File: src/rtl/alu_pwr_ctrl_if.sv
`default_nettype none
`timescale 1ns/1ps
// ============================================================================
// Module   : alu_pwr_ctrl_if
// Brief    : Requester / ALU / power-switch signal bundle for alu_pwr_ctrl.
// Revision : 1.0 - initial release
// ============================================================================
interface alu_pwr_ctrl_if;
    logic       op_req;
    logic       op_ack;
    logic       alu_start;
    logic       alu_busy;
    logic       force_off;
    logic       alu_pwr_en;
    logic       iso_en;
    logic       alu_rst_n;
    logic [2:0] pwr_state;

    // Controller side
    modport slave (
        input  op_req,
        input  alu_busy,
        input  force_off,
        output op_ack,
        output alu_start,
        output alu_pwr_en,
        output iso_en,
        output alu_rst_n,
        output pwr_state
    );

    // Requester / ALU / environment side
    modport master (
        output op_req,
        output alu_busy,
        output force_off,
        input  op_ack,
        input  alu_start,
        input  alu_pwr_en,
        input  iso_en,
        input  alu_rst_n,
        input  pwr_state
    );
endinterface
`default_nettype wire

File: src/rtl/alu_pwr_ctrl.sv
`default_nettype none
`timescale 1ns/1ps
// ============================================================================
// Module   : alu_pwr_ctrl
// Brief    : Power sequencer (switch / isolation / local reset) and launch
//            gate for the switchable ALU domain.
// Revision : 1.0 - initial release
// ============================================================================
module alu_pwr_ctrl #(
    parameter int PUP_CYCLES   = 4,
    parameter int ISO_CYCLES   = 2,
    parameter int IDLE_TIMEOUT = 16,
    parameter int CNT_W        = 8
) (
    input  wire logic         clk,
    input  wire logic         rst_n,
    alu_pwr_ctrl_if.slave     bus
);

    typedef enum logic [2:0] {
        S_OFF     = 3'd0,
        S_RAMP    = 3'd1,
        S_ACTIVE  = 3'd2,
        S_DRAIN   = 3'd3,
        S_ISOLATE = 3'd4
    } state_t;

    localparam logic [CNT_W-1:0] c_ONE       = CNT_W'(1);
    localparam logic [CNT_W-1:0] c_PUP_LAST  = CNT_W'(PUP_CYCLES - 1);
    localparam logic [CNT_W-1:0] c_ISO_LAST  = CNT_W'(ISO_CYCLES - 1);
    localparam logic [CNT_W-1:0] c_IDLE_LAST = CNT_W'(IDLE_TIMEOUT - 1);

    state_t           state_q, state_d;
    logic [CNT_W-1:0] cnt_q, cnt_d;
    logic             start_q;
    logic             pwr_en_q;
    logic             iso_en_q;
    logic             alu_rst_n_q;

    logic             w_launch;
    logic             w_idle;

    // start_q blocks back-to-back launches, covering the ALU's busy latency
    assign w_launch = (state_q == S_ACTIVE) && bus.op_req && !bus.alu_busy &&
                      !bus.force_off && !start_q;
    assign w_idle   = !(bus.op_req || bus.alu_busy || start_q);

    always_comb begin
        state_d = state_q;
        cnt_d   = cnt_q;
        unique case (state_q)
            S_OFF: begin
                if (bus.op_req && !bus.force_off) begin
                    state_d = S_RAMP;
                    cnt_d   = '0;
                end
            end
            S_RAMP: begin
                if (cnt_q == c_PUP_LAST) begin
                    state_d = S_ACTIVE;
                    cnt_d   = '0;
                end else begin
                    cnt_d = cnt_q + c_ONE;
                end
            end
            S_ACTIVE: begin
                if (bus.force_off || (w_idle && cnt_q == c_IDLE_LAST)) begin
                    state_d = S_DRAIN;
                    cnt_d   = '0;
                end else if (w_idle) begin
                    cnt_d = cnt_q + c_ONE;
                end else begin
                    cnt_d = '0;
                end
            end
            S_DRAIN: begin
                if (bus.op_req && !bus.force_off) begin
                    state_d = S_ACTIVE;
                    cnt_d   = '0;
                end else if (!bus.alu_busy && !start_q) begin
                    state_d = S_ISOLATE;
                    cnt_d   = '0;
                end
            end
            S_ISOLATE: begin
                if (cnt_q == c_ISO_LAST) begin
                    state_d = S_OFF;
                    cnt_d   = '0;
                end else begin
                    cnt_d = cnt_q + c_ONE;
                end
            end
            default: begin
                state_d = S_OFF;
                cnt_d   = '0;
            end
        endcase
    end

    // Domain controls are registered from the next state so they change
    // together with pwr_state and never glitch.
    always_ff @(posedge clk) begin
        if (!rst_n) begin
            state_q     <= S_OFF;
            cnt_q       <= '0;
            start_q     <= 1'b0;
            pwr_en_q    <= 1'b0;
            iso_en_q    <= 1'b1;
            alu_rst_n_q <= 1'b0;
        end else begin
            state_q     <= state_d;
            cnt_q       <= cnt_d;
            start_q     <= w_launch;
            pwr_en_q    <= (state_d != S_OFF);
            iso_en_q    <= !((state_d == S_ACTIVE) || (state_d == S_DRAIN));
            alu_rst_n_q <= (state_d == S_ACTIVE) || (state_d == S_DRAIN) ||
                           (state_d == S_ISOLATE);
        end
    end

    assign bus.op_ack     = w_launch;
    assign bus.alu_start  = w_launch;
    assign bus.alu_pwr_en = pwr_en_q;
    assign bus.iso_en     = iso_en_q;
    assign bus.alu_rst_n  = alu_rst_n_q;
    assign bus.pwr_state  = state_q;

endmodule
`default_nettype wire
File: src/flat_wrapper.sv
// flat-port wrapper written by rule: the top's interface ports become plain ports
module alu_pwr_ctrl_flat 
#(
    parameter int PUP_CYCLES   = 4,
    parameter int ISO_CYCLES   = 2,
    parameter int IDLE_TIMEOUT = 16,
    parameter int CNT_W        = 8
)
  (clk, rst_n, bus_op_req, bus_alu_busy, bus_force_off, bus_op_ack, bus_alu_start, bus_alu_pwr_en, bus_iso_en, bus_alu_rst_n, bus_pwr_state);
  alu_pwr_ctrl_if bus_i ();
  input  wire logic clk;
  input  wire logic rst_n;
  input wire logic [$bits(bus_i.op_req)-1:0] bus_op_req;
  input wire logic [$bits(bus_i.alu_busy)-1:0] bus_alu_busy;
  input wire logic [$bits(bus_i.force_off)-1:0] bus_force_off;
  output wire logic [$bits(bus_i.op_ack)-1:0] bus_op_ack;
  output wire logic [$bits(bus_i.alu_start)-1:0] bus_alu_start;
  output wire logic [$bits(bus_i.alu_pwr_en)-1:0] bus_alu_pwr_en;
  output wire logic [$bits(bus_i.iso_en)-1:0] bus_iso_en;
  output wire logic [$bits(bus_i.alu_rst_n)-1:0] bus_alu_rst_n;
  output wire logic [$bits(bus_i.pwr_state)-1:0] bus_pwr_state;
  assign bus_i.op_req = bus_op_req;
  assign bus_i.alu_busy = bus_alu_busy;
  assign bus_i.force_off = bus_force_off;
  assign bus_op_ack = bus_i.op_ack;
  assign bus_alu_start = bus_i.alu_start;
  assign bus_alu_pwr_en = bus_i.alu_pwr_en;
  assign bus_iso_en = bus_i.iso_en;
  assign bus_alu_rst_n = bus_i.alu_rst_n;
  assign bus_pwr_state = bus_i.pwr_state;
  alu_pwr_ctrl #(.PUP_CYCLES(PUP_CYCLES), .ISO_CYCLES(ISO_CYCLES), .IDLE_TIMEOUT(IDLE_TIMEOUT), .CNT_W(CNT_W)) u_core (.clk(clk), .rst_n(rst_n), .bus(bus_i));
endmodule
File: config.mk
export PLATFORM = sky130hd
export DESIGN_NAME = alu_pwr_ctrl_flat
export DESIGN_NICKNAME = d
export VERILOG_FILES = /design/src/rtl/alu_pwr_ctrl_if.sv /design/src/rtl/alu_pwr_ctrl.sv /design/src/flat_wrapper.sv
export SDC_FILE = /design/constraint.sdc
export NUM_CORES = 1
export LEC_CHECK = 0
export ABC_AREA = 1
export ABC_CLOCK_PERIOD_IN_PS = 1600
export BUFFER_PORTS_ARGS = -buffer_cell sky130_fd_sc_hd__buf_2
export CORE_MARGIN = 5
export CORE_UTILIZATION = 53
export DETAILED_ROUTE_END_ITERATION = 12
export GPL_ROUTABILITY_DRIVEN = 0
export PLACE_DENSITY = 0.79
export SETUP_SLACK_MARGIN = 0.4
export SYNTH_ARGS = -nofsm -noshare
export SYNTH_HDL_FRONTEND = slang
export SYNTH_SLANG_ARGS = --single-unit
File: constraint.sdc
create_clock -name clk -period 1.6 [get_ports clk]
set_input_delay 0.24 -clock clk [delete_from_list [all_inputs] [get_ports clk]]
set_output_delay 0.24 -clock clk [all_outputs]
set_load 0.05 [all_outputs]
# Word-level counts from Yosys, hierarchy flattened
# Cells that the tools add are included.
# classes
addsub	1
eq_ne	12
n_mux	15
reduce_logical	20
# ops
operator	n
2-to-1 mux 8 bit	7
case mux 8 bit (5 select lines)	1
2-to-1 mux 3 bit	6
case mux 3 bit (5 select lines)	1
== test 3 x 2 -> 1 bit (second input constant)	4
adder 8 x 1 -> 8 bit (second input constant)	1
== test 8 x 1 -> 1 bit (second input constant)	1
== test 8 x 2 -> 1 bit (second input constant)	1
== test 8 x 4 -> 1 bit (second input constant)	1
logical AND 1 bit	7
== test 3 bit (second input constant)	2
logical NOT 1 bit	5
logical OR 1 bit	5
== test 3 x 1 -> 1 bit (second input constant)	1
logical NOT 3 bit	1
inequality test 3 x 1 -> 1 bit (second input constant)	1
nonzero test 3 bit	1
inequality test 2 x 1 -> 1 bit (second input constant)	1
AND reduction 2 bit	1
# totals
register_bits	15
in_bits	5
out_inout_bits	8
wordCells	54

# Logic depth before layout (Yosys ltp)
# depth
depth_word	10
mapped_depth	10
mapped_depth_nobuf	10

# Worst setup path before layout
# OpenSTA, ideal clock, no wires.
# synth_path
path_kind	register -> output
startpoint	register u_core.state_q[1] (netlist: u_core.bus.pwr_state[1])
endpoint	output port bus_op_ack
t_arrival_ps	2487
required_time_ps	1360
slack_ps	-1127
path_stages_with_launch	6
n_path_buf	1
path_cell_list	dfxtp_1 > nand2_2 > inv_2 > nand2_4 > nor3_1 > buf_4
# synth_between
elab_chain_cells	5
# synth_rtl
element	line	rtl
start, declared	alu_pwr_ctrl.sv:33	state_t state_q, state_d;
start signal, assigned	alu_pwr_ctrl.sv:111	state_q <= state_d;
== test 3 x 2 -> 1 bit	alu_pwr_ctrl.sv:44	assign w_launch = (state_q == S_ACTIVE) && bus.op_req && !bus.alu_busy &&
logical AND 1 bit (3 in a row)	alu_pwr_ctrl.sv:44	
logical AND 1 bit	alu_pwr_ctrl.sv:45	!bus.force_off && !start_q;
end, declared	flat_wrapper.sv:16	output wire logic [$bits(bus_i.op_ack)-1:0] bus_op_ack;
# Every way passes these cells.

# Worst setup path in the final report
# layout_path
startpoint	register u_core.state_q[2] (netlist: u_core.bus.pwr_state[2])
endpoint	register u_core.cnt_q[3]
# layout_between
elab_chain_cells	3
elab_cells_between_ends	9
cone_classes	eq/ne: 6; mux: 1; reduce/logical: 2
# layout_rtl
element	line	rtl
== test 3 x 2 -> 1 bit / logical NOT 3 bit (equally long branches)	alu_pwr_ctrl.sv:51	unique case (state_q)
inequality test 3 x 1 -> 1 bit (no line) / inequality test 2 x 1 -> 1 bit (equally long branches)	--	
AND reduction 2 bit (no line)	--	
end signal, assigned	alu_pwr_ctrl.sv:112	cnt_q <= cnt_d;
end, declared	alu_pwr_ctrl.sv:34	logic [CNT_W-1:0] cnt_q, cnt_d;
# Several ways; a longest one is shown, not always the timed one.
# A chain may end at the register's enable or synchronous reset.

==> impl_metrics.tcl <==
set metrics [dict create \
    drive_gt1_frac 0.5740 \
    dpl.hpwl_um 1545 \
    ctsHoldBuffers 0 \
    numCtsBuffers 3 \
    die-width_um 52.39 \
    min-delay-start "bus_alu_busy" \
    die_h_um 52.39 \
    ir_drop_v 0.0006396 \
    wl_per_cell_um 16.96 \
    p_int_uw 527.6 \
    hold_path_class "primary input to flip-flop" \
    layout.cells.non_filler 194 \
    p_seq_frac 0.485 \
    whs_path_depth 4 \
    whs_ns 0.2620 \
    relSlewSlack 0.7633 \
    grt_usage 0.2108 \
    cts_tree "yes" \
    power.density_nw_per_um2 542.5 \
    path_class "flip-flop to flip-flop" \
    rows 15 \
    finalHoldViolCount 0 \
    setup_violations 0 \
    maxSlewViolCount 0 \
    fin_util 0.8457 \
    syn_inst 137 \
    cpPeakStageDelay_ns 0.37 \
    grt_pass1_wl_um 4188 \
    dp.cells 173 \
    drt-total-wl_um 3290 \
    crit_slowest_cell "dfxtp_4" \
    portBuffers 12 \
    crit_top_cell "nand2_4" \
    dr.pass1.iters 4 \
    worstPathCellList "buf_4 > buf_6 > nor3_4 > nand2_4 > nand2_4 > o21ai_2 > nor2_2 > nand2_1 > inv_1" \
    grt_pass1_vias 993 \
    timing.final.crit_share 0.9682 \
    drc_errors 0 \
    min_to "u_core.start_q" \
    avgSynthCellArea_um2 6.950 \
    ys_ff_latch 15 \
    netlist_area_um2 952.2 \
    sw_frac_of_total 0.3339 \
    yosys_warnings 0 \
    fillCellCount 93 \
    cp.buffers_inverters 3 \
    end_kind "flip-flop" \
    reg2reg_slack_ns 0.05 \
    cts_buffer_depth 2 \
    start_util 0.5514 \
    area_growth_pct 53.35 \
    pin_count 13 \
    htreeDepth 1 \
    max_cap_viol_count 0 \
    finalNetCount 177 \
    p_switching_uw 264.5 \
    reg2reg_to "u_core.cnt_q[3]" \
    cts.clk_slew.worst_paths_ns 0.11 \
    r2r_start "u_core.bus.pwr_state[2]" \
    vias 1059 \
    worstPathMaxFanout 6 \
    netlist-cell-type-count 25 \
    arrival_ns 1.79 \
    fin_skew_ns 0.008269 \
    cts-root-buf "clkbuf_4" \
    critPathTopFamily "simple AND/OR/NAND/NOR gates" \
    synth_nets 144 \
    grt-ovfl-total 0 \
    grt_start_max_net_pins 10 \
    insertion_delay_ns 0.30 \
    drtIter0Drc 39 \
    antenna_found_initial 0 \
    detail-route-antenna-nets 0 \
    synth_seq_area_share 0.3154 \
    tightestPinTransition_ns 0.3547 \
    power.leakage_uw 0.0006705 \
    insertedDiodeCount 0 \
    crit_path_start_kind "flip-flop" \
    required_ns 1.84 \
    die_area_um2 2744 \
    status "completed" \
    reg2regPathDepth 9 \
    fp.coreArea_um2 1727 \
    vias_per_cell 5.459 \
    min_period_ns 1.549 \
    fmax_mhz 645.5 \
    comb_power_share 0.213 \
    rsz0062_at_grt "true" \
    clkSinkCount 15 \
    clkPwrFrac 0.301 \
]
-- registers in the layout (all words and copies together), names as in the netlist --
register and flops:
u_core.cnt_q 8, u_core.bus.alu_pwr_en 1, u_core.bus.pwr_state 3, u_core.bus.alu_rst_n 1, u_core.bus.iso_en 1, u_core.start_q 1
-- synth_stat cells --
master    count  share of area
nand2_1      33           0.13
nor4_1        1         0.0066
nor2_2        8          0.053
nor2_1       14          0.055
nor2_4        3          0.035
o21ai_0       1         0.0053
o21ai_1       1         0.0053
nand3_1       7          0.037
inv_1        23          0.091
nand4_1       3          0.020
o21bai_1      1         0.0079
inv_2         3          0.012
ha_1          2          0.026
dfxtp_1      15           0.32
a21oi_1       4          0.021
xor2_1        2          0.018
nor3_2        2          0.021
nor3_1        1         0.0053
a21oi_2       1         0.0092
nor3_4        1          0.017
buf_4         1         0.0079
nand3_2       3          0.032
o21ai_2       1         0.0092
nand2_2       2          0.013
nand2_4       4          0.047
-- kinds of logic (layout without fill, tap and decap cells) --
| logic type | after synthesis | count (layout) | share of synthesized area |
|---|---|---|---|
| and+or+nand+nor | 82 | 82 | 0.4717 |
| buffers and inverters | 27 | 59 | 0.1104 |
| adders and majority gates | 2 | 2 | 0.02628 |
| xor gates and xnor gates | 2 | 2 | 0.01840 |
| DFF | 15 | 15 | 0.3154 |
| AOI/OAI and AO/OA | 9 | 9 | 0.05782 |
-- per-layer routing --
metal,global-route usage,vias to the layer above,part of all wire
li1,-,487,-
met1,0.2028,487,0.36
met2,0.3946,59,0.52
met3,0.05128,26,0.055
met4,0.1277,0,0.065
met5,0,-,0
-- power groups by stage --
stage | combinational [uW] | sequential (uW) | clock [uW]
2_1_floorplan | 70.6 | 407 | 0
6_report | 169 | 385 | 239
3_3_place_gp | 108 | 394 | 0
5_1_grt | 178 | 385 | 261
4_1_cts | 141 | 382 | 231
3_5_place_dp | 111 | 394 | 0
-- repair_timing --
item / in CTS / in global routing
resized for setup: 33 / 33
pin swaps: 19 / 22
buffers inserted: 11 / 6
endpoints found under the setup margin: 16 / 18
-- placed cells by master (no fill, tap or decap), types with 2 or more instances in the layout --
| cell | instances |
|---|---|
| nand2_1 | 27 |
| inv_1 | 17 |
| buf_4 | 12 |
| nor2_4 | 11 |
| nor2_1 | 9 |
| nand2_4 | 8 |
| buf_2 | 7 |
| buf_6 | 7 |
| inv_2 | 6 |
| dfxtp_1 | 6 |
| dfxtp_4 | 6 |
| nor2_2 | 5 |
| nor3_4 | 4 |
| nand3_1 | 4 |
| nand2_2 | 4 |
| nand3_2 | 4 |
| clkbuf_4 | 4 |
| inv_4 | 3 |
| nand4_1 | 3 |
| a21oi_2 | 3 |
| o21ai_2 | 3 |
| dfxtp_2 | 3 |
| nand3_4 | 2 |
| xor2_1 | 2 |
| a21oi_1 | 2 |
| ha_4 | 2 |
| buf_8 | 2 |
-- layout make-up --
class	count	area, um^2	area share
tap	25	31.28	0.02142
multi-input combinational	95	728.2	0.4987
clock buffer	3	22.52	0.01542
inverter	26	105.1	0.07198
sequential	15	326.6	0.2237
clock inverter	1	5.005	0.003428
timing repair buffer	29	241.5	0.1654
-- metrics by stage --
step | TNS (ns) | total power [uW] | setup slack [ns] | area, um^2
after global placement | 0 | 501.6 | 0.2433 | 1089
final | 0 | 792.2 | 0.05081 | 1460
after CTS | 0 | 754.1 | 0.1537 | 1301
after floorplan | -0.04078 | 478.1 | -0.04078 | 1008
after detailed placement | 0 | 505.5 | 0.2181 | 1089
after global routing | 0 | 824.1 | 0.005416 | 1460
-- worst register-to-register path: stages (launching register included) --
cell,delay [ns]
dfxtp_4,0.37
buf_4,0.13
buf_6,0.12
nor3_4,0.26
nand2_4,0.15
nand2_4,0.13
o21ai_2,0.08
nor2_2,0.13
nand2_1,0.08
inv_1,0.05
-- worst max path at each step --
stage                            startpoint               to  slack [ns]  cells past startpoint
floorplan           u_core.bus.pwr_state[1]       bus_op_ack       -0.04                      5
global placement              bus_force_off    bus_alu_start        0.24                      5
detailed placement            bus_force_off    bus_alu_start        0.22                      5
CTS                 u_core.bus.pwr_state[2]    bus_alu_start        0.15                      6
global route        u_core.bus.pwr_state[2]  u_core.cnt_q[3]       0.005                      9
finish              u_core.bus.pwr_state[2]  u_core.cnt_q[3]        0.05                      9
Note: power is estimated with default switching activity, not from simulation.
